`config.mk`:
```
export PLATFORM = sky130hd
export DESIGN_NAME = seq_magnitude_comparator
export DESIGN_NICKNAME = d
export VERILOG_FILES = /design/src/rtl/seq_magnitude_comparator_pkg.sv /design/src/rtl/seq_magnitude_comparator_cmp_chunk.sv /design/src/rtl/seq_magnitude_comparator.sv
export SDC_FILE = /design/constraint.sdc
export NUM_CORES = 1
export LEC_CHECK = 0
export CORE_MARGIN = 4
export CORE_UTILIZATION = 36
export CTS_BUF_LIST = sky130_fd_sc_hd__clkbuf_16
export DETAILED_ROUTE_END_ITERATION = 7
export SKIP_CTS_REPAIR_TIMING = 1
export SLEW_MARGIN = 20
export SYNTH_ARGS = -nofsm -noshare
export SYNTH_HDL_FRONTEND = slang
export SYNTH_HIERARCHICAL = 1
export SYNTH_SLANG_ARGS = --single-unit
export TNS_END_PERCENT = 5
```
`constraint.sdc`:
```
create_clock -name clk -period 2.2 [get_ports clk]
set_input_delay 0.44 -clock clk [delete_from_list [all_inputs] [get_ports clk]]
set_output_delay 0.44 -clock clk [all_outputs]
set_load 0.01 [all_outputs]
```
`src/rtl/seq_magnitude_comparator_pkg.sv`:
```
// Shared types and helpers for the sequential magnitude comparator.
// FSM state encoding, result codes and an index-width helper.
package cmp_pkg;

  typedef enum logic [1:0] {
    IDLE = 2'd0,
    RUN  = 2'd1,
    DONE = 2'd2
  } state_e;

  localparam logic [1:0] CMP_EQ = 2'd0;
  localparam logic [1:0] CMP_LT = 2'd1;
  localparam logic [1:0] CMP_GT = 2'd2;

  // Bits needed to hold an index 0..value-1; never less than one bit.
  function automatic int clog2(input int value);
    int r;
    int v;
    r = 0;
    v = value - 1;
    while (v > 0) begin
      r = r + 1;
      v = v >> 1;
    end
    return (r < 1) ? 1 : r;
  endfunction

endpackage

```
`src/rtl/seq_magnitude_comparator_cmp_chunk.sv`:
```
// Combinational unsigned compare of one CHUNK-bit slice of each operand.
module cmp_chunk #(
  parameter int CHUNK = 4
) (
  input  logic [CHUNK-1:0] a_i,
  input  logic [CHUNK-1:0] b_i,
  output logic             c_eq,
  output logic             c_lt,
  output logic             c_gt
);

  // Plain unsigned relation of the two slices.
  always_comb begin
    c_eq = (a_i == b_i);
    c_lt = (a_i <  b_i);
    c_gt = (a_i >  b_i);
  end

endmodule

```
`src/rtl/seq_magnitude_comparator.sv`:
```
// Multi-cycle WIDTH-bit magnitude comparator: walks CHUNK-bit slices from the
// MSB end and stops at the first unequal slice. Signed compares flip the sign
// bit of both operands so the slice walk stays purely unsigned.
// Optional feature macro: MINMAX_OUT_EN adds min_o/max_o carrying the
// original operands ordered by the compare result.
module seq_magnitude_comparator
  import cmp_pkg::*;
#(
  parameter int WIDTH = 16,
  parameter int CHUNK = 4
) (
  input  logic             clk,
  input  logic             rst_n,
  input  logic             in_valid,
  output logic             in_ready,
  input  logic [WIDTH-1:0] a,
  input  logic [WIDTH-1:0] b,
  input  logic             signed_mode,
  output logic             out_valid,
  input  logic             out_ready,
  output logic             eq,
  output logic             lt,
  output logic             gt
`ifdef MINMAX_OUT_EN
  ,
  output logic [WIDTH-1:0] min_o,
  output logic [WIDTH-1:0] max_o
`endif
);

  localparam int NCHUNK = WIDTH / CHUNK;
  localparam int IDX_W  = clog2(NCHUNK);
  localparam logic [IDX_W-1:0] IDX_LAST = IDX_W'(NCHUNK - 1);
  localparam logic [WIDTH-1:0] MSB_MASK = WIDTH'(1) << (WIDTH - 1);

  if (CHUNK < 1 || CHUNK > WIDTH) begin : g_chunk_range
    $error("seq_magnitude_comparator: CHUNK must be in 1..WIDTH");
  end else if (WIDTH % CHUNK != 0) begin : g_chunk_mult
    $error("seq_magnitude_comparator: WIDTH must be a multiple of CHUNK");
  end

  state_e           state_q, state_d;
  logic [IDX_W-1:0] idx_q, idx_d;
  logic             eq_q, eq_d, lt_q, lt_d, gt_q, gt_d;
  logic [WIDTH-1:0] a_q, b_q;
  logic             sgn_q;
  logic [WIDTH-1:0] a_cmp, b_cmp;
  logic [CHUNK-1:0] a_chunk, b_chunk;
  logic             c_eq, c_lt, c_gt;
  logic             chunk_done;
  logic [1:0]       res_code;
  logic             accept;

  assign accept = in_valid && (state_q == IDLE);

  // Capture operands once per accepted request; held untouched until next accept.
  always_ff @(posedge clk) begin
    if (accept) begin
      a_q   <= a;
      b_q   <= b;
      sgn_q <= signed_mode;
    end
  end

  // Sign-bit flip maps two's-complement order onto unsigned order; select current slice.
  always_comb begin
    a_cmp   = a_q ^ (sgn_q ? MSB_MASK : '0);
    b_cmp   = b_q ^ (sgn_q ? MSB_MASK : '0);
    a_chunk = a_cmp[int'(idx_q)*CHUNK +: CHUNK];
    b_chunk = b_cmp[int'(idx_q)*CHUNK +: CHUNK];
  end

  cmp_chunk #(
    .CHUNK(CHUNK)
  ) u_chunk (
    .a_i (a_chunk),
    .b_i (b_chunk),
    .c_eq(c_eq),
    .c_lt(c_lt),
    .c_gt(c_gt)
  );

  // Result of the slice under test; the walk ends on inequality or at slice 0.
  always_comb begin
    chunk_done = !c_eq || (idx_q == '0);
    if (c_gt)      res_code = CMP_GT;
    else if (c_lt) res_code = CMP_LT;
    else           res_code = CMP_EQ;
  end

  // State register.
  always_ff @(posedge clk or negedge rst_n) begin
    if (!rst_n) state_q <= IDLE;
    else        state_q <= state_d;
  end

  // Next-state logic.
  always_comb begin
    state_d = state_q;
    case (state_q)
      IDLE:    if (in_valid)   state_d = RUN;
      RUN:     if (chunk_done) state_d = DONE;
      DONE:    if (out_ready)  state_d = IDLE;
      default:                 state_d = IDLE;
    endcase
  end

  // Handshake outputs decoded from state.
  always_comb begin
    in_ready  = (state_q == IDLE);
    out_valid = (state_q == DONE);
  end

  // Slice index and result flags next values.
  always_comb begin
    idx_d = idx_q;
    eq_d  = eq_q;
    lt_d  = lt_q;
    gt_d  = gt_q;
    case (state_q)
      IDLE: if (in_valid) idx_d = IDX_LAST;
      RUN: begin
        if (chunk_done) begin
          eq_d = (res_code == CMP_EQ);
          lt_d = (res_code == CMP_LT);
          gt_d = (res_code == CMP_GT);
        end else begin
          idx_d = idx_q - 1'b1;
        end
      end
      DONE: begin
        if (out_ready) begin
          eq_d = 1'b0;
          lt_d = 1'b0;
          gt_d = 1'b0;
        end
      end
      default: ;
    endcase
  end

  // Slice index and result flag registers; reset discards any operation.
  always_ff @(posedge clk or negedge rst_n) begin
    if (!rst_n) begin
      idx_q <= '0;
      eq_q  <= 1'b0;
      lt_q  <= 1'b0;
      gt_q  <= 1'b0;
    end else begin
      idx_q <= idx_d;
      eq_q  <= eq_d;
      lt_q  <= lt_d;
      gt_q  <= gt_d;
    end
  end

  assign eq = eq_q;
  assign lt = lt_q;
  assign gt = gt_q;

`ifdef MINMAX_OUT_EN
  logic [WIDTH-1:0] min_q, min_d, max_q, max_d;

  // Order the original operands by the final result; cleared when consumed.
  always_comb begin
    min_d = min_q;
    max_d = max_q;
    if (state_q == RUN && chunk_done) begin
      case (res_code)
        CMP_GT:  begin min_d = b_q; max_d = a_q; end
        CMP_LT:  begin min_d = a_q; max_d = b_q; end
        default: begin min_d = a_q; max_d = a_q; end
      endcase
    end else if (state_q == DONE && out_ready) begin
      min_d = '0;
      max_d = '0;
    end
  end

  // Min/max result registers.
  always_ff @(posedge clk or negedge rst_n) begin
    if (!rst_n) begin
      min_q <= '0;
      max_q <= '0;
    end else begin
      min_q <= min_d;
      max_q <= max_d;
    end
  end

  assign min_o = min_q;
  assign max_o = max_q;
`endif

endmodule
```
==> impl_metrics.prom, run 1 <==
# TYPE chip_impl_metric gauge
chip_impl_metric{name="htree_num_levels",unit=""} 2
chip_impl_info{name="failing_checks",value="negative setup slack"} 1
chip_impl_metric{name="synth_cells",unit=""} 101
chip_impl_metric{name="ios",unit=""} 42
chip_impl_metric{name="least_margin_pin_slew",unit="ps"} 369
chip_impl_metric{name="fp.dieH",unit="µm"} 77.7
chip_impl_metric{name="number_of_antenna_violations_at_the_first_check_in_global_routing",unit=""} 0
chip_impl_metric{name="cts_inserted_buffers",unit=""} 5
chip_impl_metric{name="maxSlewViolCount",unit=""} 0
chip_impl_metric{name="fin_nets",unit=""} 200
chip_impl_info{name="ys_top_cells_by_area",value="sky130_fd_sc_hd__edfxtp_1 57%, sky130_fd_sc_hd__dfrtp_1 10%, sky130_fd_sc_hd__mux4_2 9.0%, sky130_fd_sc_hd__ha_1 3.6%, sky130_fd_sc_hd__mux2i_1 2.3%"} 1
chip_impl_metric{name="global_route_wire_length_before_repair",unit="mm"} 4.82
chip_impl_metric{name="effective_utilization_at_floorplan",unit="%"} 37.0
chip_impl_metric{name="register_area_share_after_synthesis",unit="%"} 66.8
chip_impl_info{name="cts_tree",value="built"} 1
chip_impl_metric{name="vias",unit=""} 1022
chip_impl_metric{name="rrSetupSlack",unit="ps"} -40
chip_impl_metric{name="hold-worst-slack",unit="ps"} 445
chip_impl_metric{name="drt-pass1-iter-count",unit=""} 4
chip_impl_metric{name="post_synth.cell_area_avg",unit="µm²"} 17.3
chip_impl_info{name="critical_path_s_slowest_cell",value="sky130_fd_sc_hd__mux4_2"} 1
chip_impl_metric{name="timing.critical_path.required",unit="ps"} 2400
chip_impl_metric{name="drc",unit=""} 0
chip_impl_metric{name="placedInstanceArea",unit="mm²"} 0.00229
chip_impl_metric{name="worst_ep_arrival_time",unit="ps"} 2440
chip_impl_metric{name="synthArstFlopShare",unit="%"} 17.5
chip_impl_metric{name="drt_first_iter_violations",unit=""} 25
chip_impl_metric{name="place_inst",unit=""} 215
chip_impl_metric{name="clock_path_buffers",unit=""} 2
chip_impl_metric{name="stdcell_area",unit="mm²"} 0.00253
chip_impl_metric{name="max_freq",unit="MHz"} 446
chip_impl_metric{name="critPathMaxStageDelay",unit="ps"} 490
chip_impl_info{name="grt_setup_unrepaired",value="true"} 1
chip_impl_metric{name="cp_max_fo",unit=""} 4
chip_impl_metric{name="total_routed_length",unit="mm"} 3.14
chip_impl_metric{name="grt_overflow_total",unit=""} 0
chip_impl_metric{name="max_cap_violations",unit=""} 0
chip_impl_metric{name="place_hpwl",unit="mm"} 2.25
chip_impl_metric{name="fp.dieW",unit="µm"} 77.7
chip_impl_metric{name="final_layout_size_suffix_gt1_share",unit="%"} 29.6
chip_impl_metric{name="route.antenna.remaining_nets",unit=""} 0
chip_impl_metric{name="fin_tns_setup",unit="ps"} -44.8
chip_impl_metric{name="finalCritPeriodShare",unit="%"} 102
chip_impl_metric{name="fin_skew",unit="ps"} 1.40
chip_impl_metric{name="timing.final.hold_violations",unit=""} 0
chip_impl_metric{name="netlist.area_leader.share",unit="%"} 56.7
chip_impl_info{name="worst_r2r_startpoint",value="idx_q[0]"} 1
chip_impl_metric{name="clkSlewWorstSetupHoldPaths",unit="ps"} 50
chip_impl_metric{name="number_of_diodes_added_for_antenna_fixing",unit=""} 0
chip_impl_metric{name="coreArea",unit="mm²"} 0.00472
chip_impl_metric{name="routed_via_density",unit=""} 4.52
chip_impl_metric{name="insertion_delay",unit="ps"} 280
chip_impl_metric{name="finalNonFillerCells",unit=""} 226
chip_impl_info{name="run_status",value="finished with violations"} 1
chip_impl_metric{name="synth_fp_nets",unit=""} 143
chip_impl_info{name="ys.flop_type",value="sky130_fd_sc_hd__edfxtp_1"} 1
chip_impl_metric{name="min_period",unit="ps"} 2240
chip_impl_info{name="cts_root_buffer",value="sky130_fd_sc_hd__clkbuf_16"} 1
chip_impl_metric{name="port_buffers",unit=""} 41
chip_impl_metric{name="setup_slack",unit="ps"} -40.9
chip_impl_info{name="worstHoldPathType",value="primary input to asynchronous set/reset pin"} 1
chip_impl_metric{name="design.die.area",unit="mm²"} 0.00603
chip_impl_metric{name="post_synth_instance_area",unit="mm²"} 0.00175
chip_impl_metric{name="final.fill_count",unit=""} 392
chip_impl_metric{name="reg2reg_depth",unit=""} 10
chip_impl_metric{name="vdd_drop_max",unit="mV"} 0.488
chip_impl_info{name="most_area_hungry_cell_type_in_the_yosys_netlist",value="sky130_fd_sc_hd__edfxtp_1"} 1
chip_impl_metric{name="ys_ff_latch",unit=""} 40
chip_impl_metric{name="first_global_vias",unit=""} 1079
chip_impl_metric{name="area_growth_syn_to_layout",unit="%"} 45.1
chip_impl_info{name="endpoint_of_the_worst_register_to_register_path",value="eq"} 1
chip_impl_metric{name="cts_sinks",unit=""} 40
chip_impl_metric{name="worst_rel_slew_slack",unit="%"} 75.3
chip_impl_info{name="cp-start-kind",value="flip-flop"} 1
chip_impl_metric{name="synth_enable_flop_cells",unit=""} 33
chip_impl_metric{name="static_leakage",unit="nW"} 0.962
chip_impl_metric{name="ys.warnings.count",unit=""} 6
chip_impl_info{name="timing.critical_path.cells",value="buf_6 -> mux4_2 -> inv_1 -> ha_4 -> nand2_2 -> nor2_4 -> nor2b_4 -> nor3_4 -> buf_4 -> mux2i_1"} 1
chip_impl_metric{name="wl_cell",unit="µm"} 13.9
chip_impl_metric{name="setup_viol_count_final",unit=""} 2
chip_impl_metric{name="yosysUniqueCellTypes",unit=""} 30
chip_impl_metric{name="finalPower",unit="W"} 0.00311
chip_impl_info{name="worstSetupEndpointType",value="flip-flop"} 1
chip_impl_info{name="synth_common_cells",value="33 x sky130_fd_sc_hd__edfxtp_1, 9 x sky130_fd_sc_hd__inv_1, 7 x sky130_fd_sc_hd__dfrtp_1, 7 x sky130_fd_sc_hd__mux4_2"} 1
chip_impl_metric{name="standard_cell_rows",unit=""} 25
chip_impl_metric{name="gpl.final_weighted_congestion",unit=""} 0.758
chip_impl_info{name="synthMostInstantiatedCell",value="sky130_fd_sc_hd__edfxtp_1"} 1
chip_impl_metric{name="global_route.usage.total",unit="%"} 10.6
chip_impl_metric{name="power_per_cell_area",unit="mW/mm²"} 1230
chip_impl_metric{name="grt_start_max_net_pins",unit=""} 26
chip_impl_info{name="worst-setup-path-type",value="flip-flop to flip-flop"} 1
[critical path: cells and delay by family (launching register included)]
family	cells	cell delay (ps)
buf+inv	3	400
mux	2	650
flops	1	410
fa+ha+maj	1	210
simple gates	4	510
[metrics by stage]
step                utilization, %  setup WS, ps
floorplan                        -          44.1
global placement              48.5         -71.4
detailed placement            48.5          -111
CTS                           51.4          -130
global route                  53.6          -148
finish                        53.6         -40.9
[how the worst max path moves through the flow]
stage,start,endpoint,slack [ps]
final,idx_q[0],eq,-40
after global routing,b_q[15],eq,-150
after CTS,idx_q[0],gt,-130
after detailed placement,idx_q[0],gt,-110
after global placement,idx_q[0],idx_q[0],-70
after floorplan,sgn_q,gt,40
[metal layers]
layer / track usage (%) / wire length [µm] / vias to the layer above
li1: - / - / 491
met1: 12.4 / 1250 / 497
met2: 16.6 / 1650 / 30
met3: 4.76 / 204 / 4
met4: 4.80 / 37 / 0
met5: 0 / 0 / -
[placed cells by master, fill, tap and decap left out, drive strengths merged]
master         count
edfxtp            33
a21oi              4
dfrtp              7
nand2b             1
clkinv             1
nor3b              1
o21ba              1
o22a               1
nor3               1
clkdlybuf4s50     41
xor2               2
a21o               1
a22o               1
ha                 5
inv               11
mux2i              4
clkbuf             5
or2                1
mux4               8
nor2               4
and2               2
nand2              5
a221oi             1
buf               12
o21ai              1
nor2b              3
o21bai             1
nand3b             1
[state kept, by name, indices dropped and copies added (netlist names)]
| register | cells |
|---|---|
| a_q | 16 |
| b_q | 16 |
| idx_q | 2 |
| state_q | 2 |
| eq | 1 |
| gt | 1 |
| lt | 1 |
| sgn_q | 1 |
[cells by family after synthesis]
kind of cell / synth area share [%]
AOI/OAI and AO/OA: 5.30
xor gates and xnor gates: 1.00
DFF: 66.8
and+or+nand+nor: 7.09
muxes: 12.8
buffers and inverters: 3.44
adders and majority gates: 3.58
[power breakdown]
group	switching [W]	internal, W	leakage (nW)
registers	0.000102	0.00103	0.392
clock network	0.000258	0.000409	0.0762
logic	0.000562	0.000752	0.493
total	0.000923	0.00219	0.962
[layout make-up]
type / instances / area [µm²] / share of cell area (%)
multi-input combinational: 49 / 599 / 23.7
timing repair buffer: 53 / 512 / 20.2
clock inverter: 3 / 12.5 / 0.494
inverter: 9 / 33.8 / 1.33
sequential: 40 / 1170 / 46.1
tap: 67 / 83.8 / 3.31
clock buffer: 5 / 125 / 4.94
Note: power is estimated with default switching activity, not from simulation.
==> inputs of run 2 (changes only) <==
--- a/config.mk
+++ b/config.mk
@@ -6,9 +6,10 @@
 export NUM_CORES = 1
 export LEC_CHECK = 0
 export CORE_MARGIN = 4
-export CORE_UTILIZATION = 36
+export CORE_UTILIZATION = 40
 export CTS_BUF_LIST = sky130_fd_sc_hd__clkbuf_16
 export DETAILED_ROUTE_END_ITERATION = 7
+export PLACE_DENSITY = 0.69
 export SKIP_CTS_REPAIR_TIMING = 1
 export SLEW_MARGIN = 20
 export SYNTH_ARGS = -nofsm -noshare
==> run 2 against run 1 <==
Non-clock buffer count decreased by 6. Largest power group unchanged. Via count decreased by 1.5%. Critical path depth unchanged. Maximum frequency increased by 0.47%. The flow still finishes with violations (negative setup slack). Worst hold slack got worse by 13 ps.
==> impl_metrics.prom, run 2 (synthesis results as in run 1) <==
# TYPE chip_impl_metric gauge
chip_impl_metric{name="clock_path_buffers",unit=""} 2
chip_impl_metric{name="finalCritPeriodShare",unit="%"} 101
chip_impl_metric{name="preCtsSetupSlack",unit="ps"} -118
chip_impl_metric{name="ios",unit=""} 42
chip_impl_info{name="worstSetupEndpointType",value="flip-flop"} 1
chip_impl_metric{name="final_layout_size_suffix_gt1_share",unit="%"} 26.1
chip_impl_metric{name="maxSlewViolCount",unit=""} 0
chip_impl_metric{name="first_global_vias",unit=""} 1079
chip_impl_metric{name="effective_utilization_at_floorplan",unit="%"} 42.4
chip_impl_metric{name="global_route.usage.total",unit="%"} 12.4
chip_impl_info{name="worst-setup-path-type",value="flip-flop to flip-flop"} 1
chip_impl_metric{name="fp.dieW",unit="µm"} 74.1
chip_impl_metric{name="cts_inserted_buffers",unit=""} 5
chip_impl_info{name="cts_root_buffer",value="sky130_fd_sc_hd__clkbuf_16"} 1
chip_impl_info{name="cp-start-kind",value="flip-flop"} 1
chip_impl_metric{name="route.antenna.remaining_nets",unit=""} 0
chip_impl_metric{name="port_buffers",unit=""} 41
chip_impl_metric{name="max_cap_violations",unit=""} 0
chip_impl_metric{name="max_freq",unit="MHz"} 448
chip_impl_metric{name="htree_num_levels",unit=""} 2
chip_impl_metric{name="drt-pass1-iter-count",unit=""} 4
chip_impl_metric{name="timing.critical_path.required",unit="ps"} 2400
chip_impl_metric{name="area_growth_syn_to_layout",unit="%"} 42.5
chip_impl_info{name="critPathTopFamily",value="multiplexers"} 1
chip_impl_metric{name="fin_skew",unit="ps"} 4.24
chip_impl_info{name="grt_setup_unrepaired",value="true"} 1
chip_impl_info{name="run_status",value="finished with violations"} 1
chip_impl_metric{name="global_route_wire_length_before_repair",unit="mm"} 4.97
chip_impl_metric{name="fin_tns_setup",unit="ps"} -78.5
chip_impl_metric{name="number_of_diodes_added_for_antenna_fixing",unit=""} 0
chip_impl_info{name="largestRegisters",value="a_q x16, b_q x16"} 1
chip_impl_metric{name="clkSlewWorstSetupHoldPaths",unit="ps"} 60
chip_impl_metric{name="vias",unit=""} 1007
chip_impl_metric{name="grt_overflow_total",unit=""} 0
chip_impl_info{name="worstHoldPathType",value="primary input to asynchronous set/reset pin"} 1
chip_impl_metric{name="fp.dieH",unit="µm"} 74.1
chip_impl_metric{name="routed_via_density",unit=""} 4.96
chip_impl_metric{name="place_inst",unit=""} 195
chip_impl_metric{name="vdd_drop_max",unit="mV"} 0.467
chip_impl_metric{name="least_margin_pin_slew",unit="ps"} 365
chip_impl_metric{name="number_of_antenna_violations_at_the_first_check_in_global_routing",unit=""} 0
chip_impl_metric{name="setup_slack",unit="ps"} -30.3
chip_impl_metric{name="drc",unit=""} 0
chip_impl_metric{name="coreArea",unit="mm²"} 0.00412
chip_impl_metric{name="fin_nets",unit=""} 194
chip_impl_metric{name="setup_viol_count_final",unit=""} 5
chip_impl_info{name="failing_checks",value="negative setup slack"} 1
chip_impl_metric{name="min_period",unit="ps"} 2230
chip_impl_metric{name="finalNonFillerCells",unit=""} 203
chip_impl_metric{name="standard_cell_rows",unit=""} 23
chip_impl_metric{name="wl_cell",unit="µm"} 15.0
chip_impl_info{name="mostFrequentLayoutCell",value="sky130_fd_sc_hd__clkdlybuf4s50_1"} 1
chip_impl_info{name="cts_tree",value="built"} 1
chip_impl_metric{name="place_hpwl",unit="mm"} 2.20
chip_impl_metric{name="buffer_and_inverter_count_on_the_worst_path",unit=""} 2
chip_impl_metric{name="drt_first_iter_violations",unit=""} 28
chip_impl_info{name="final_cell_mix",value="41 x sky130_fd_sc_hd__clkdlybuf4s50_1, 33 x sky130_fd_sc_hd__edfxtp_1, 8 x sky130_fd_sc_hd__mux4_2, 7 x sky130_fd_sc_hd__inv_1, 7 x sky130_fd_sc_hd__dfrtp_1"} 1
chip_impl_metric{name="power_per_cell_area",unit="mW/mm²"} 1250
chip_impl_metric{name="static_leakage",unit="nW"} 0.930
chip_impl_metric{name="critPathMaxStageDelay",unit="ps"} 470
chip_impl_metric{name="cts_sinks",unit=""} 40
chip_impl_metric{name="gpl.final_weighted_congestion",unit=""} 0.793
chip_impl_metric{name="design.die.area",unit="mm²"} 0.00549
chip_impl_metric{name="timing.final.hold_violations",unit=""} 0
chip_impl_metric{name="worst_ep_arrival_time",unit="ps"} 2430
chip_impl_metric{name="grt_start_max_net_pins",unit=""} 34
chip_impl_metric{name="cp_max_fo",unit=""} 4
chip_impl_metric{name="insertion_delay",unit="ps"} 280
chip_impl_metric{name="worst_rel_slew_slack",unit="%"} 75.7
chip_impl_metric{name="total_routed_length",unit="mm"} 3.04
chip_impl_info{name="critical_path_s_slowest_cell",value="sky130_fd_sc_hd__mux4_2"} 1
chip_impl_info{name="timing.critical_path.cells",value="xor2_1 -> mux4_2 -> inv_2 -> ha_4 -> nand2_4 -> nor2_4 -> nor2b_4 -> nor3_4 -> buf_6 -> mux2i_1"} 1
## run 2: path summary, 6_finish.rpt
path                       startpoint          to  slack (ps)  cells past startpoint
min in group clk                   eq          eq         530                      2
min reg2reg                        eq          eq         530                      2
max in group asynchronous       rst_n  state_q[1]        1510                      1
max                             sgn_q          lt         -30                     10
max reg2reg                     sgn_q          lt         -30                     10
min                             rst_n          eq         430                      1
## run 2: layout make-up
cell class	instances	area, µm²
clock inverter	3	15.0
fill	318	1630
clock buffer	5	125
sequential	40	1170
tap	50	62.6
multi-input combinational	49	607
timing repair buffer	47	479
inverter	9	33.8
## run 2: power by group
part           internal, W  switching [W]  leakage, nW
Combinational     0.000740       0.000581        0.469
Clock             0.000411       0.000268       0.0687
Sequential         0.00103      0.0000929        0.392
## run 2: layer usage
layer,routed length (µm),share of wire [%],vias up,GRT usage [%]
met4,58,1.9,0,6.64
li1,-,-,479,-
met2,1500,49,37,19.5
met1,1280,42,485,14.8
met3,209,6.9,6,4.86
met5,0,0,-,0
## run 2: per-stage QoR
step           instance area [µm²]  total power (W)  utilization, %  hold slack (ps)
5_1_grt                       2490          0.00331            60.5              465
6_report                      2490          0.00312            60.5              431
3_3_place_gp                  2260          0.00217            54.9              513
3_5_place_dp                  2260          0.00221            54.9              523
2_1_floorplan                 1750          0.00186               -              144
4_1_cts                       2400          0.00290            58.3              435
==> inputs of run 3 (changes only) <==
--- a/config.mk
+++ b/config.mk
@@ -5,11 +5,12 @@
 export SDC_FILE = /design/constraint.sdc
 export NUM_CORES = 1
 export LEC_CHECK = 0
+export ABC_CLOCK_PERIOD_IN_PS = 2200
 export CORE_MARGIN = 4
 export CORE_UTILIZATION = 40
 export CTS_BUF_LIST = sky130_fd_sc_hd__clkbuf_16
 export DETAILED_ROUTE_END_ITERATION = 7
-export PLACE_DENSITY = 0.69
+export DONT_BUFFER_PORTS = 1
 export SKIP_CTS_REPAIR_TIMING = 1
 export SLEW_MARGIN = 20
 export SYNTH_ARGS = -nofsm -noshare
==> run 3 against run 2 <==
The run still ends with negative setup slack left. Via count shrank 15%. Cell count shrank 19%. Flip-flop and latch count is the same. Routed wire length shrank 7.7%. Sequential share of layout area grew 9.2 points. Power shrank 4.9%. Critical path depth shrank 2. Sequential power is essentially flat. First-iteration DRC count grew 86%. Largest cell class unchanged. Largest power group unchanged.
==> impl_metrics.prom, run 3 (synthesis results as in run 1) <==
# TYPE chip_impl_metric gauge
chip_impl_metric{name="fin_skew",unit="ps"} 3.42
chip_impl_metric{name="place_inst",unit=""} 155
chip_impl_info{name="grt_setup_unrepaired",value="true"} 1
chip_impl_metric{name="cts_sinks",unit=""} 40
chip_impl_metric{name="number_of_antenna_violations_at_the_first_check_in_global_routing",unit=""} 0
chip_impl_metric{name="met3_usage",unit="%"} 5.27
chip_impl_metric{name="buffer_and_inverter_count_on_the_worst_path",unit=""} 1
chip_impl_metric{name="clock_path_buffers",unit=""} 2
chip_impl_info{name="critical_path.endpoint",value="idx_q[0]"} 1
chip_impl_metric{name="timing.final.hold_violations",unit=""} 0
chip_impl_metric{name="max_cap_violations",unit=""} 0
chip_impl_metric{name="final_layout_size_suffix_gt1_share",unit="%"} 35.1
chip_impl_info{name="cp-start-kind",value="flip-flop"} 1
chip_impl_info{name="critPathTopFamily",value="multiplexers"} 1
chip_impl_metric{name="worst_ep_arrival_time",unit="ps"} 2370
chip_impl_metric{name="timing.critical_path.required",unit="ps"} 2370
chip_impl_metric{name="global_route.usage.total",unit="%"} 11.4
chip_impl_metric{name="max_freq",unit="MHz"} 453
chip_impl_metric{name="power_per_cell_area",unit="mW/mm²"} 1430
chip_impl_metric{name="rrSetupSlack",unit="ps"} -8
chip_impl_info{name="run_status",value="finished with violations"} 1
chip_impl_info{name="failing_checks",value="negative setup slack"} 1
chip_impl_metric{name="cp_max_fo",unit=""} 5
chip_impl_metric{name="vdd_drop_max",unit="mV"} 0.674
chip_impl_metric{name="reg2reg_depth",unit=""} 8
chip_impl_metric{name="gr-usage-met2",unit="%"} 16.5
chip_impl_metric{name="drc",unit=""} 0
chip_impl_metric{name="gpl.final_weighted_congestion",unit=""} 0.805
chip_impl_metric{name="worst_rel_slew_slack",unit="%"} 77.7
chip_impl_metric{name="setup_viol_count_final",unit=""} 2
chip_impl_info{name="critical_path_s_slowest_cell",value="sky130_fd_sc_hd__mux4_2"} 1
chip_impl_info{name="largestRegisters",value="a_q x16, b_q x16"} 1
chip_impl_metric{name="clkSlewWorstSetupHoldPaths",unit="ps"} 60
chip_impl_metric{name="insertion_delay",unit="ps"} 280
chip_impl_metric{name="vias",unit=""} 852
chip_impl_metric{name="first_global_vias",unit=""} 898
chip_impl_metric{name="critPathMaxStageDelay",unit="ps"} 530
chip_impl_metric{name="global_route_wire_length_before_repair",unit="mm"} 4.35
chip_impl_metric{name="ios",unit=""} 42
chip_impl_metric{name="route.antenna.remaining_nets",unit=""} 0
chip_impl_info{name="worstHoldPathType",value="primary input to flip-flop"} 1
chip_impl_metric{name="hold-worst-slack",unit="ps"} 255
chip_impl_metric{name="grt_overflow_total",unit=""} 0
chip_impl_metric{name="p_int",unit="W"} 0.00206
chip_impl_metric{name="final.fill_count",unit=""} 348
chip_impl_metric{name="switching_share",unit="%"} 30.5
chip_impl_metric{name="global_route.usage.met1",unit="%"} 14.4
chip_impl_info{name="cts_tree",value="built"} 1
chip_impl_metric{name="total_routed_length",unit="mm"} 2.81
chip_impl_metric{name="combinationalPowerShare",unit="%"} 39.1
chip_impl_info{name="timing.critical_path.from",value="idx_q[0]"} 1
chip_impl_info{name="worstSetupEndpointType",value="flip-flop"} 1
chip_impl_metric{name="htree_num_levels",unit=""} 2
chip_impl_metric{name="routed_via_density",unit=""} 5.20
chip_impl_metric{name="area_growth_syn_to_layout",unit="%"} 19.1
chip_impl_metric{name="fin_nets",unit=""} 155
chip_impl_metric{name="share_of_power_burned_in_the_clock_network",unit="%"} 22.9
chip_impl_metric{name="grt_start_max_net_pins",unit=""} 20
chip_impl_metric{name="standard_cell_rows",unit=""} 23
chip_impl_metric{name="critical_path_cell_count",unit=""} 8
chip_impl_metric{name="place_hpwl",unit="mm"} 2.06
chip_impl_metric{name="min_period",unit="ps"} 2210
chip_impl_metric{name="fp.dieW",unit="µm"} 74.1
chip_impl_metric{name="p_switching",unit="W"} 0.000904
chip_impl_info{name="final_cell_mix",value="33 x sky130_fd_sc_hd__edfxtp_1, 9 x sky130_fd_sc_hd__inv_1, 8 x sky130_fd_sc_hd__mux4_2, 7 x sky130_fd_sc_hd__dfrtp_1, 5 x sky130_fd_sc_hd__clkbuf_16"} 1
chip_impl_info{name="mostFrequentLayoutCell",value="sky130_fd_sc_hd__edfxtp_1"} 1
chip_impl_metric{name="setup_slack",unit="ps"} -7.89
chip_impl_metric{name="drt_first_iter_violations",unit=""} 52
chip_impl_metric{name="maxSlewViolCount",unit=""} 0
chip_impl_info{name="worst_r2r_startpoint",value="idx_q[0]"} 1
chip_impl_metric{name="cts_inserted_buffers",unit=""} 5
chip_impl_metric{name="port_buffers",unit=""} 0
chip_impl_metric{name="finalNonFillerCells",unit=""} 164
chip_impl_metric{name="coreArea",unit="mm²"} 0.00412
chip_impl_metric{name="seqPwrFrac",unit="%"} 38.0
chip_impl_info{name="endpoint_of_the_worst_register_to_register_path",value="idx_q[0]"} 1
chip_impl_metric{name="fp.dieH",unit="µm"} 74.1
chip_impl_metric{name="drt-pass1-iter-count",unit=""} 4
chip_impl_info{name="timing.critical_path.cells",value="buf_6 -> mux4_2 -> ha_4 -> nand2_4 -> nor2_4 -> nor3b_2 -> mux2i_1 -> o22a_2"} 1
chip_impl_info{name="cts_root_buffer",value="sky130_fd_sc_hd__clkbuf_16"} 1
chip_impl_metric{name="least_margin_pin_slew",unit="ps"} 333
chip_impl_metric{name="design.die.area",unit="mm²"} 0.00549
chip_impl_metric{name="preCtsSetupSlack",unit="ps"} -97.2
chip_impl_info{name="worst-setup-path-type",value="flip-flop to flip-flop"} 1
chip_impl_info{name="global_route.peak_usage_layer",value="met2"} 1
chip_impl_metric{name="wl_cell",unit="µm"} 17.1
chip_impl_metric{name="effective_utilization_at_floorplan",unit="%"} 42.4
chip_impl_metric{name="static_leakage",unit="nW"} 0.795
chip_impl_metric{name="number_of_diodes_added_for_antenna_fixing",unit=""} 0
chip_impl_metric{name="finalCritPeriodShare",unit="%"} 100
-- run 3: per-layer routing --
layer	share of wire, %	routed length, µm
met5	0	0
met4	1.8	51
met3	6.0	168
met2	52	1470
met1	40	1120
-- run 3: worst reg2reg max path, delay by kind of cell (launching register included) --
kind                     cells  cell delay (ps)
multiplexers                 2              630
AND/OR/NAND/NOR              3              400
flip-flops                   1              380
adder cells (fa/ha/maj)      1              310
AO/OA/AOI/OAI                1              210
buffers and inverters        1              150
-- run 3: cell type report --
type,count,area [µm²],area share [%]
Clock inverter,3,16.3,0.782
Tap cell,50,62.6,3.01
Timing Repair Buffer,8,86.3,4.15
Inverter,9,33.8,1.62
Sequential cell,40,1170,56.0
Multi-Input combinational cell,49,591,28.4
Clock buffer,5,125,6.01
-- run 3: worst min-delay path by stage --
stage	start	endpoint	slack, ps	cells after the start
final	b[10]	b_q[10]	260	0
after global routing	b[6]	b_q[6]	240	0
after CTS	rst_n	idx_q[0]	-160	0
after detailed placement	rst_n	state_q[1]	140	0
after global placement	rst_n	state_q[0]	140	0
after floorplan	rst_n	eq	140	0
-- run 3: through the flow --
step	utilization (%)	area [µm²]	TNS (ps)	power [W]
after floorplan	-	1750	0	0.00186
after global placement	45.1	1860	-190	0.00203
after detailed placement	45.1	1860	-299	0.00206
after CTS	48.5	2000	-400	0.00274
after global routing	50.6	2080	-606	0.00318
final	50.6	2080	-10.1	0.00297
-- run 3: power by group through the flow --
| stage | registers, W | clock network, W | logic [W] |
|---|---|---|---|
| final | 0.00113 | 0.000679 | 0.00116 |
| after global routing | 0.00115 | 0.000737 | 0.00129 |
| after CTS | 0.00113 | 0.000694 | 0.000918 |
| after detailed placement | 0.00114 | 0 | 0.000915 |
| after global placement | 0.00114 | 0 | 0.000898 |
| after floorplan | 0.00111 | 0 | 0.000752 |
